`config.mk`:
```
export PLATFORM = sky130hd
export DESIGN_NAME = lcd_ctrl_param
export DESIGN_NICKNAME = d
export VERILOG_FILES = /design/src/rtl/lcd_ctrl_param.sv
export SDC_FILE = /design/constraint.sdc
export NUM_CORES = 1
export LEC_CHECK = 0
export ABC_AREA = 1
export BUFFER_PORTS_ARGS = -buffer_cell sky130_fd_sc_hd__buf_4
export CAP_MARGIN = 30
export CORE_MARGIN = 8
export CORE_UTILIZATION = 63
export CTS_CLUSTER_SIZE = 24
export DETAILED_ROUTE_END_ITERATION = 10
export HOLD_SLACK_MARGIN = 0.06
export PLACE_DENSITY = 0.82
export SYNTH_ARGS = -nofsm -noshare
export SYNTH_HDL_FRONTEND = slang
export SYNTH_SLANG_ARGS = --single-unit
```
`constraint.sdc`:
```
create_clock -name clk -period 4.5 [get_ports clk]
set_input_delay 0.9 -clock clk [delete_from_list [all_inputs] [get_ports clk]]
set_output_delay 0.9 -clock clk [all_outputs]
set_load 0.05 [all_outputs]
```
`src/rtl/lcd_ctrl_param.sv`:
```
// lcd_ctrl_param: loads an IMG_W x IMG_H image and streams a WIN_W x WIN_H window after every command; `define LCD_MIRROR_EN enables mirror commands 6/7
module lcd_ctrl_param #(
   parameter int DATA_W = 8,
   parameter int IMG_W  = 6,
   parameter int IMG_H  = 6,
   parameter int WIN_W  = 3,
   parameter int WIN_H  = 3
) (
   input  logic              clk,
   input  logic              reset,
   input  logic [DATA_W-1:0] datain,
   input  logic [2:0]        cmd,
   input  logic              cmd_valid,
   output logic [DATA_W-1:0] dataout,
   output logic              output_valid,
   output logic              busy
);
   localparam int M  = IMG_W * IMG_H;
   localparam int XW = (IMG_W > 1) ? $clog2(IMG_W) : 1;
   localparam int YW = (IMG_H > 1) ? $clog2(IMG_H) : 1;
   localparam int AW = (M > 1) ? $clog2(M) : 1;
   localparam int LW = $clog2(M + 1);
   localparam logic [XW-1:0] OX_MAX = XW'(IMG_W - WIN_W);
   localparam logic [YW-1:0] OY_MAX = YW'(IMG_H - WIN_H);
   localparam logic [XW-1:0] OX_DEF = XW'((IMG_W - WIN_W) / 2);
   localparam logic [YW-1:0] OY_DEF = YW'((IMG_H - WIN_H) / 2);
   localparam logic [XW-1:0] C_LAST = XW'(WIN_W - 1);
   localparam logic [YW-1:0] R_LAST = YW'(WIN_H - 1);
   localparam logic [LW-1:0] L_END  = LW'(M);

   typedef enum logic [1:0] {IDLE, LOAD, EXEC, OUT} state_t;

   state_t            state_q, state_d;
   logic [2:0]        cmd_q, cmd_d;
   logic [XW-1:0]     ox_q, ox_d, c_q, c_d, sc;
   logic [YW-1:0]     oy_q, oy_d, r_q, r_d, sr;
   logic [LW-1:0]     lc_q, lc_d;
   logic [DATA_W-1:0] dout_q, dout_d;
   logic              vld_q, vld_d, we;
   logic [AW-1:0]     addr;
   logic [DATA_W-1:0] mem [M];

`ifdef LCD_MIRROR_EN
   logic mx_q, mx_d, my_q, my_d;
   assign sc = mx_q ? C_LAST - c_q : c_q;
   assign sr = my_q ? R_LAST - r_q : r_q;
`else
   assign sc = c_q;
   assign sr = r_q;
`endif

   // Row/column sums stay below IMG_H/IMG_W, so the AW-wide product never wraps
   assign addr         = AW'(oy_q + sr) * AW'(IMG_W) + AW'(ox_q + sc);
   assign dataout      = dout_q;
   assign output_valid = vld_q;
   // The last pixel leaves with the FSM already in IDLE; keep busy until it is gone
   assign busy         = (state_q != IDLE) | vld_q;

   // Image store: written only while loading, deliberately not reset
   always_ff @(posedge clk)
      if (we) mem[lc_q[AW-1:0]] <= datain;

   // Control and datapath registers
   always_ff @(posedge clk or posedge reset)
      if (reset) begin
         state_q <= IDLE;
         cmd_q   <= '0;
         ox_q    <= OX_DEF;
         oy_q    <= OY_DEF;
         c_q     <= '0;
         r_q     <= '0;
         lc_q    <= '0;
         dout_q  <= '0;
         vld_q   <= 1'b0;
      end else begin
         state_q <= state_d;
         cmd_q   <= cmd_d;
         ox_q    <= ox_d;
         oy_q    <= oy_d;
         c_q     <= c_d;
         r_q     <= r_d;
         lc_q    <= lc_d;
         dout_q  <= dout_d;
         vld_q   <= vld_d;
      end

`ifdef LCD_MIRROR_EN
   // Mirror flags
   always_ff @(posedge clk or posedge reset)
      if (reset) begin
         mx_q <= 1'b0;
         my_q <= 1'b0;
      end else begin
         mx_q <= mx_d;
         my_q <= my_d;
      end
`endif

   // Command decode, load sequencing, origin/flag update and window readout
   always_comb begin
      state_d = state_q;
      cmd_d   = cmd_q;
      ox_d    = ox_q;
      oy_d    = oy_q;
      c_d     = c_q;
      r_d     = r_q;
      lc_d    = lc_q;
      dout_d  = dout_q;
      vld_d   = 1'b0;
      we      = 1'b0;
`ifdef LCD_MIRROR_EN
      mx_d    = mx_q;
      my_d    = my_q;
`endif
      case (state_q)
         IDLE:
            if (cmd_valid && !vld_q) begin
               cmd_d   = cmd;
               lc_d    = '0;
               state_d = (cmd == 3'd1) ? LOAD : EXEC;
            end
         LOAD:
            if (lc_q == L_END) begin
               state_d = OUT;
               ox_d    = OX_DEF;
               oy_d    = OY_DEF;
               c_d     = '0;
               r_d     = '0;
`ifdef LCD_MIRROR_EN
               mx_d    = 1'b0;
               my_d    = 1'b0;
`endif
            end else begin
               we   = 1'b1;
               lc_d = lc_q + 1'b1;
            end
         EXEC: begin
            state_d = OUT;
            c_d     = '0;
            r_d     = '0;
            case (cmd_q)
               3'd2: ox_d = (ox_q < OX_MAX) ? ox_q + 1'b1 : ox_q;
               3'd3: ox_d = (ox_q != '0) ? ox_q - 1'b1 : ox_q;
               3'd4: oy_d = (oy_q != '0) ? oy_q - 1'b1 : oy_q;
               3'd5: oy_d = (oy_q < OY_MAX) ? oy_q + 1'b1 : oy_q;
`ifdef LCD_MIRROR_EN
               3'd6: mx_d = ~mx_q;
               3'd7: my_d = ~my_q;
`endif
               default: ;
            endcase
         end
         OUT: begin
            dout_d = mem[addr];
            vld_d  = 1'b1;
            c_d    = (c_q == C_LAST) ? '0 : c_q + 1'b1;
            r_d    = (c_q == C_LAST) ? r_q + 1'b1 : r_q;
            if (c_q == C_LAST && r_q == R_LAST) state_d = IDLE;
         end
         default: state_d = IDLE;
      endcase
   end
endmodule

```
=== Word level (Yosys, flattened, before mapping) ===
Memory sizes are Yosys's and may differ from the RTL's. A register that Yosys moved wholly into a read port is not among the register bits.
Index checks and enable logic that the tools add are counted.

* Flip-flop bits (word level): 24
* Bits in latches: 0
* RAM bits: 288
* ROM bits: 0
* Input bits: 14
* Word-level logic and storage cells: 89
* Memories kept: 1

{| class="wikitable"
|+ Memories
! name !! words !! bits a word !! read ports !! clocked after Yosys merged registers in !! write ports !! line !! text
|-
| mem || 36 || 8 || 1 || 1 || 1 || 41 || <nowiki>logic [DATA_W-1:0] mem [M];</nowiki>
|}

* Add/sub/neg operators: 10
* Multipliers: 1
* Divide/modulo/power cells: 0
* Order comparisons: 2
* Equal/unequal tests: 22
* Shift operators: 0
* Multiplexer cells: 27
* Bitwise gates (word level): 1
* Reductions and logical operators: 17

{| class="wikitable"
|+ Operator list
! cell !! count
|-
| 3-bit 2-to-1 mux || 8
|-
| 3-bit case mux with 2 select lines || 4
|-
| 3-bit case mux with 3 select lines || 2
|-
| 3-bit inequality test (second input constant) || 5
|-
| 3-bit by 1-bit adder with 3-bit output (second input constant) || 4
|-
| 3-bit by 2-bit equality test with 1-bit output (second input constant) || 4
|-
| 6-bit 2-to-1 mux || 2
|-
| 6-bit case mux with 2 select lines || 1
|-
| 2-bit inequality test (second input constant) || 5
|-
| 5-bit AND reduction || 2
|-
| 3-bit AND reduction || 3
|-
| 3-bit nonzero test || 3
|-
| 3-bit by 3-bit adder with 4-bit output || 2
|-
| 2-bit 2-to-1 mux || 4
|-
| 2-bit case mux with 4 select lines || 1
|-
| 6-bit by 1-bit adder with 6-bit output (second input constant) || 1
|-
| 6-bit by 4-bit adder with 6-bit output || 1
|-
| 3-bit equality test (second input constant) || 2
|-
| 6-bit equality test (second input constant) || 1
|-
| 3-bit by 2-bit < comparator with 1-bit output (second input constant) || 2
|-
| 2-bit nonzero test || 3
|-
| 3-bit by 1-bit subtractor with 3-bit output (second input constant) || 2
|-
| 4-bit by 2-bit multiplier with 5-bit output (second input constant) || 1
|-
| 1-bit 2-to-1 mux || 5
|-
| 9 further kinds || 12
|}

=== Logic depth before layout (Yosys ltp) ===
* Word-level depth: 5
* Depth in mapped cells: 16

=== Least setup slack after synthesis ===
No wires, ideal clock.

* Kind: reg2reg
* Start point: reg oy_q[0]
* End point: reg dout_q[0], in the netlist dataout[0], read port of mem
* Library setup time: 0.121 ns
* Arrival time: 3.371 ns
* Slack: 1.007 ns
* Cell stages (with the launch flop): 15
* Path buffers: 2
* Cells stage by stage: dfstp_2 -> ha_1 -> fa_1 -> ha_1 -> inv_1 -> fa_1 -> inv_1 -> fa_1 -> clkbuf_1 -> buf_1 -> nand3_1 -> nand3_1 -> nand3_1 -> nand3_1 -> a21oi_1

* Cells in the longest elaborated chain, start to end: 3

{| class="wikitable"
|+ RTL lines
! item !! line !! text
|-
| from (decl) || 36 || <nowiki>logic [YW-1:0] oy_q, oy_d, r_q, r_d, sr;</nowiki>
|-
| from (signal assigned) || 79 || <nowiki>oy_q <= oy_d;</nowiki>
|-
| 3-bit by 3-bit adder with 4-bit output || 53 || <nowiki>assign addr = AW'(oy_q + sr) * AW'(IMG_W) + AW'(ox_q + sc);</nowiki>
|-
| 4-bit by 2-bit multiplier with 5-bit output || 53 ||
|-
| 6-bit by 4-bit adder with 6-bit output || 53 ||
|-
| to (decl) || 38 || <nowiki>logic [DATA_W-1:0] dout_q, dout_d;</nowiki>
|}

No other way between the ends.
A chain may end at the register's enable or synchronous reset.

=== Final worst setup path ===
* Start point: reg oy_q[0]
* End point: reg dout_q[5], in the netlist dataout[5], read port of mem

The elaborated chain is that of the path after synthesis.

==> flow_summary.html <==
<table>
<tr><th>Metric</th><th>Value</th></tr>
<tr><th colspan="2">Run status</th></tr>
<tr><td>Result of the run</td><td>complete, no violations</td></tr>
<tr><th colspan="2">Worst setup path</th></tr>
<tr><td>FF-to-FF setup slack</td><td>710 ps</td></tr>
<tr><td>Endpoint required time on the critical path</td><td>4930 ps</td></tr>
<tr><td>Crit start category</td><td>flip-flop</td></tr>
<tr><td>Kind of critical path</td><td>flip-flop to flip-flop</td></tr>
<tr><td>Reg-to-reg critical path endpoint</td><td>dataout[5]</td></tr>
<tr><td>Reg2Reg Launch Point</td><td>oy_q[0]</td></tr>
<tr><td>Crit path launch</td><td>oy_q[0]</td></tr>
<tr><td>Worst EP arrival</td><td>4220 ps</td></tr>
<tr><td>Number of cells on the worst reg-to-reg path</td><td>13</td></tr>
<tr><td>Critical path endpoint category</td><td>flip-flop</td></tr>
<tr><td>Critical Path Fanout Max</td><td>32</td></tr>
<tr><td>End point of the critical path</td><td>dataout[5]</td></tr>
<tr><th colspan="2">Layout</th></tr>
<tr><td>Post-synthesis to final-layout area growth</td><td>8.99%</td></tr>
<tr><td>Fraction of layout instances using a drive strength above 1</td><td>7.00%</td></tr>
<tr><td>Count of nets after finishing</td><td>1417</td></tr>
<tr><td># diodes</td><td>0</td></tr>
<tr><td>Layout fillers</td><td>1569</td></tr>
<tr><th colspan="2">STA</th></tr>
<tr><td>Max Clock Freq</td><td>264 MHz</td></tr>
<tr><td>Min Tclk post-route</td><td>3790 ps</td></tr>
<tr><td>Worst setup skew after layout</td><td>9.15 ps</td></tr>
<tr><td>Slew at the pin closest to its max-slew limit</td><td>941 ps</td></tr>
<tr><td>Worst slew slack as a fraction of its limit</td><td>37.3%</td></tr>
<tr><td>Final Slew Violations</td><td>0</td></tr>
<tr><td>Setup TNS after final layout</td><td>0 ps</td></tr>
<tr><td>Portion of the clock cycle consumed by the worst path in the final layout</td><td>84.3%</td></tr>
<tr><td>Setup repair after global routing missed its margin</td><td>no</td></tr>
<tr><td>Total count of hold-check failures in the final report</td><td>0</td></tr>
<tr><td># setup viols final</td><td>0</td></tr>
<tr><th colspan="2">Global route</th></tr>
<tr><td>Number of antenna violations at the first check in global routing</td><td>0</td></tr>
<tr><td>Pin count of the biggest net entering global routing</td><td>81</td></tr>
<tr><td>Total track usage</td><td>24.6%</td></tr>
<tr><td>Wire length of the first global-routing pass</td><td>53400 um</td></tr>
<tr><td>Leftover overflow at the end of global routing</td><td>0</td></tr>
<tr><td>Via count of the first global-routing pass</td><td>9631</td></tr>
<tr><th colspan="2">Placed design</th></tr>
<tr><td>DP Wirelength</td><td>21400 um</td></tr>
<tr><td>Count of buffers inserted at the top-level ports</td><td>23</td></tr>
<tr><td>Routability-driven placement congestion ratio</td><td>0.923</td></tr>
<tr><th colspan="2">Floorplan</th></tr>
<tr><td>Starting density of the core</td><td>63.5%</td></tr>
<tr><td>Boundary Pins</td><td>24</td></tr>
<tr><td>Floorplan die area</td><td>0.0277 mm^2</td></tr>
<tr><td>Die Height</td><td>166 um</td></tr>
<tr><td>Die width</td><td>166 um</td></tr>
<tr><td>Row Count</td><td>55</td></tr>
<tr><td>Std-Cell Core Area</td><td>0.0224 mm^2</td></tr>
<tr><th colspan="2">Routing</th></tr>
<tr><td>Residual antenna-violating net count after detailed routing</td><td>0</td></tr>
<tr><td>Detailed-route via count</td><td>9990</td></tr>
<tr><td>Post-DR wirelength/cell</td><td>20.5 um</td></tr>
<tr><td>Via-to-Cell Ratio</td><td>5.93</td></tr>
<tr><td>Number of DRC violations after detailed routing</td><td>0</td></tr>
<tr><td>DR pass1 iterations</td><td>6</td></tr>
<tr><td>Starting DRT DRC Count</td><td>1174</td></tr>
<tr><td>Total Routed Length</td><td>34500 um</td></tr>
<tr><th colspan="2">Clock tree</th></tr>
<tr><td>Number of CTS-inserted buffers</td><td>31</td></tr>
<tr><td>Clk_lat worst skew</td><td>550 ps</td></tr>
<tr><td>Number of levels the H-tree was split into</td><td>1</td></tr>
<tr><td>Cts-stage hold buffer count</td><td>0</td></tr>
<tr><td>Clock sink count</td><td>320</td></tr>
<tr><td>CTS tree</td><td>done</td></tr>
<tr><td>Number of buffers between clock root and the deepest sink</td><td>3</td></tr>
<tr><td>Clock edge transition at the registers on the reported setup and hold paths</td><td>70 ps</td></tr>
<tr><td>Resize count post-CTS</td><td>0</td></tr>
<tr><td>Buffers inserted during post-CTS setup optimization</td><td>0</td></tr>
<tr><td>Master cell of the clock root buffer</td><td>sky130_fd_sc_hd__clkbuf_16</td></tr>
<tr><th colspan="2">Yosys</th></tr>
<tr><td>Mapped Cells</td><td>1369</td></tr>
<tr><td>Post-synthesis sequential element count</td><td>320</td></tr>
<tr><td>Yosys synthesis warning count</td><td>0</td></tr>
<tr><td>Post-Syn Nets</td><td>1409</td></tr>
<tr><td>Mapped cell area</td><td>0.0142 mm^2</td></tr>
<tr><td>Synthesized area per cell</td><td>10.4 um^2</td></tr>
<tr><td>Register area share after synthesis</td><td>66.4%</td></tr>
<tr><td>Number of different library cells in the post-synthesis netlist</td><td>37</td></tr>
<tr><th colspan="2">Min path</th></tr>
<tr><td>Worst hold path class</td><td>input port to async pin</td></tr>
<tr><th colspan="2">Flow run</th></tr>
<tr><td>Max-cap check violation count</td><td>0</td></tr>
</table>
==> registers in the layout, indices dropped and copies added (netlist names) <==
register      flops
mem             288
state_q           2
cmd_q             3
r_q               3
c_q               3
output_valid      1
ox_q              3
oy_q              3
dataout           8
lc_q              6
==> synthesized netlist by cell type, drive strengths merged <==
library cell | count | area share [%]
o22ai | 10 | 0.44
nand2 | 445 | 12
edfxtp | 288 | 61
nor3b | 1 | 0.053
ha | 19 | 1.7
o211ai | 1 | 0.053
fa | 7 | 0.98
a211oi | 1 | 0.053
o31ai | 2 | 0.11
a21boi | 1 | 0.053
nand3b | 1 | 0.079
buf | 48 | 1.9
xor2 | 9 | 0.55
o21ai | 41 | 1.5
a21oi | 16 | 0.59
dfrtp | 30 | 5.3
dfstp | 2 | 0.37
a22oi | 1 | 0.053
inv | 138 | 3.7
nor2 | 96 | 2.6
nor3 | 4 | 0.14
clkbuf | 11 | 0.29
nand3 | 184 | 6.5
nand4 | 10 | 0.44
or3b | 1 | 0.061
xnor2 | 2 | 0.12
==> placed cells by master, fill, tap and decap left out, drive strengths merged <==
cell,count
a211oi,1
a21boi,1
a21oi,16
a22oi,1
buf,34
clkbuf,50
clkinv,7
dfrtp,30
dfstp,2
edfxtp,288
fa,7
ha,19
inv,138
nand2,445
nand3,184
nand3b,1
nand4,10
nor2,96
nor3,4
nor3b,1
o211ai,1
o21ai,41
o22ai,10
o31ai,2
or3b,1
xnor2,2
xor2,9
==> cell families after synthesis <==
kind of cell	count (synthesis)	synth area share, %
AO/OA/AOI/OAI	73	2.81
buffers and inverters	197	5.89
AND/OR/NAND/NOR	742	21.6
flip-flops	320	66.4
XOR/XNOR	11	0.676
adder cells (fa/ha/maj)	26	2.65
==> stage by stage <==
| step | utilization [%] | hold WS (ps) | worst slack (ps) | cell area [um^2] | cells |
|---|---|---|---|---|---|
| floorplan | - | 496 | 1010 | 14200 | 1369 |
| global placement | 64.9 | 519 | 791 | 14600 | 1629 |
| detailed placement | 64.9 | 550 | 744 | 14600 | 1629 |
| CTS | 69.2 | 457 | 739 | 15500 | 1686 |
| global route | 69.2 | 496 | 522 | 15500 | 1686 |
| finish | 69.2 | 459 | 707 | 15500 | 1686 |
==> layer usage <==
layer  vias up  share of wire, %  GRT usage, %
li1       4569                 -             -
met1      4754                37          31.6
met2       579                49          41.9
met3        88               9.5          3.23
met4         0               4.1          10.2
met5         -                 0             0
==> final cells by class <==
| type | instances | area, um^2 | share of cell area [%] |
|---|---|---|---|
| clock buffer | 50 | 927 | 5.97 |
| timing repair buffer | 34 | 268 | 1.72 |
| tap | 285 | 357 | 2.30 |
| inverter | 138 | 520 | 3.35 |
| clock inverter | 7 | 32.5 | 0.210 |
| sequential | 320 | 9450 | 60.9 |
| multi-input combinational | 852 | 3970 | 25.6 |
==> worst max-delay path, cell delays in order, from the launching register on <==
cell and delay (ps):
sky130_fd_sc_hd__dfstp_2 530, sky130_fd_sc_hd__ha_1 180, sky130_fd_sc_hd__fa_1 480, sky130_fd_sc_hd__ha_1 310
sky130_fd_sc_hd__inv_1 60, sky130_fd_sc_hd__fa_1 470, sky130_fd_sc_hd__inv_1 70, sky130_fd_sc_hd__fa_1 570
sky130_fd_sc_hd__buf_4 370, sky130_fd_sc_hd__nand3_1 240, sky130_fd_sc_hd__nand3_1 140, sky130_fd_sc_hd__nand3_1 90
sky130_fd_sc_hd__nand3_1 90, sky130_fd_sc_hd__a21oi_1 80
==> how the worst min path moves through the flow <==
stage            start       to  slack (ps)  cells past startpoint
4_1_cts          reset  ox_q[2]         460                      3
6_report         reset  ox_q[2]         460                      3
5_1_grt          reset  ox_q[2]         500                      3
3_5_place_dp   ox_q[1]  ox_q[1]         550                      2
2_1_floorplan  ox_q[1]  ox_q[1]         500                      2
3_3_place_gp   ox_q[1]  ox_q[1]         520                      2
Power is left out: the tool's default activity adds up to more than one toggle a clock period on the data nets, which glitch-free logic cannot reach.
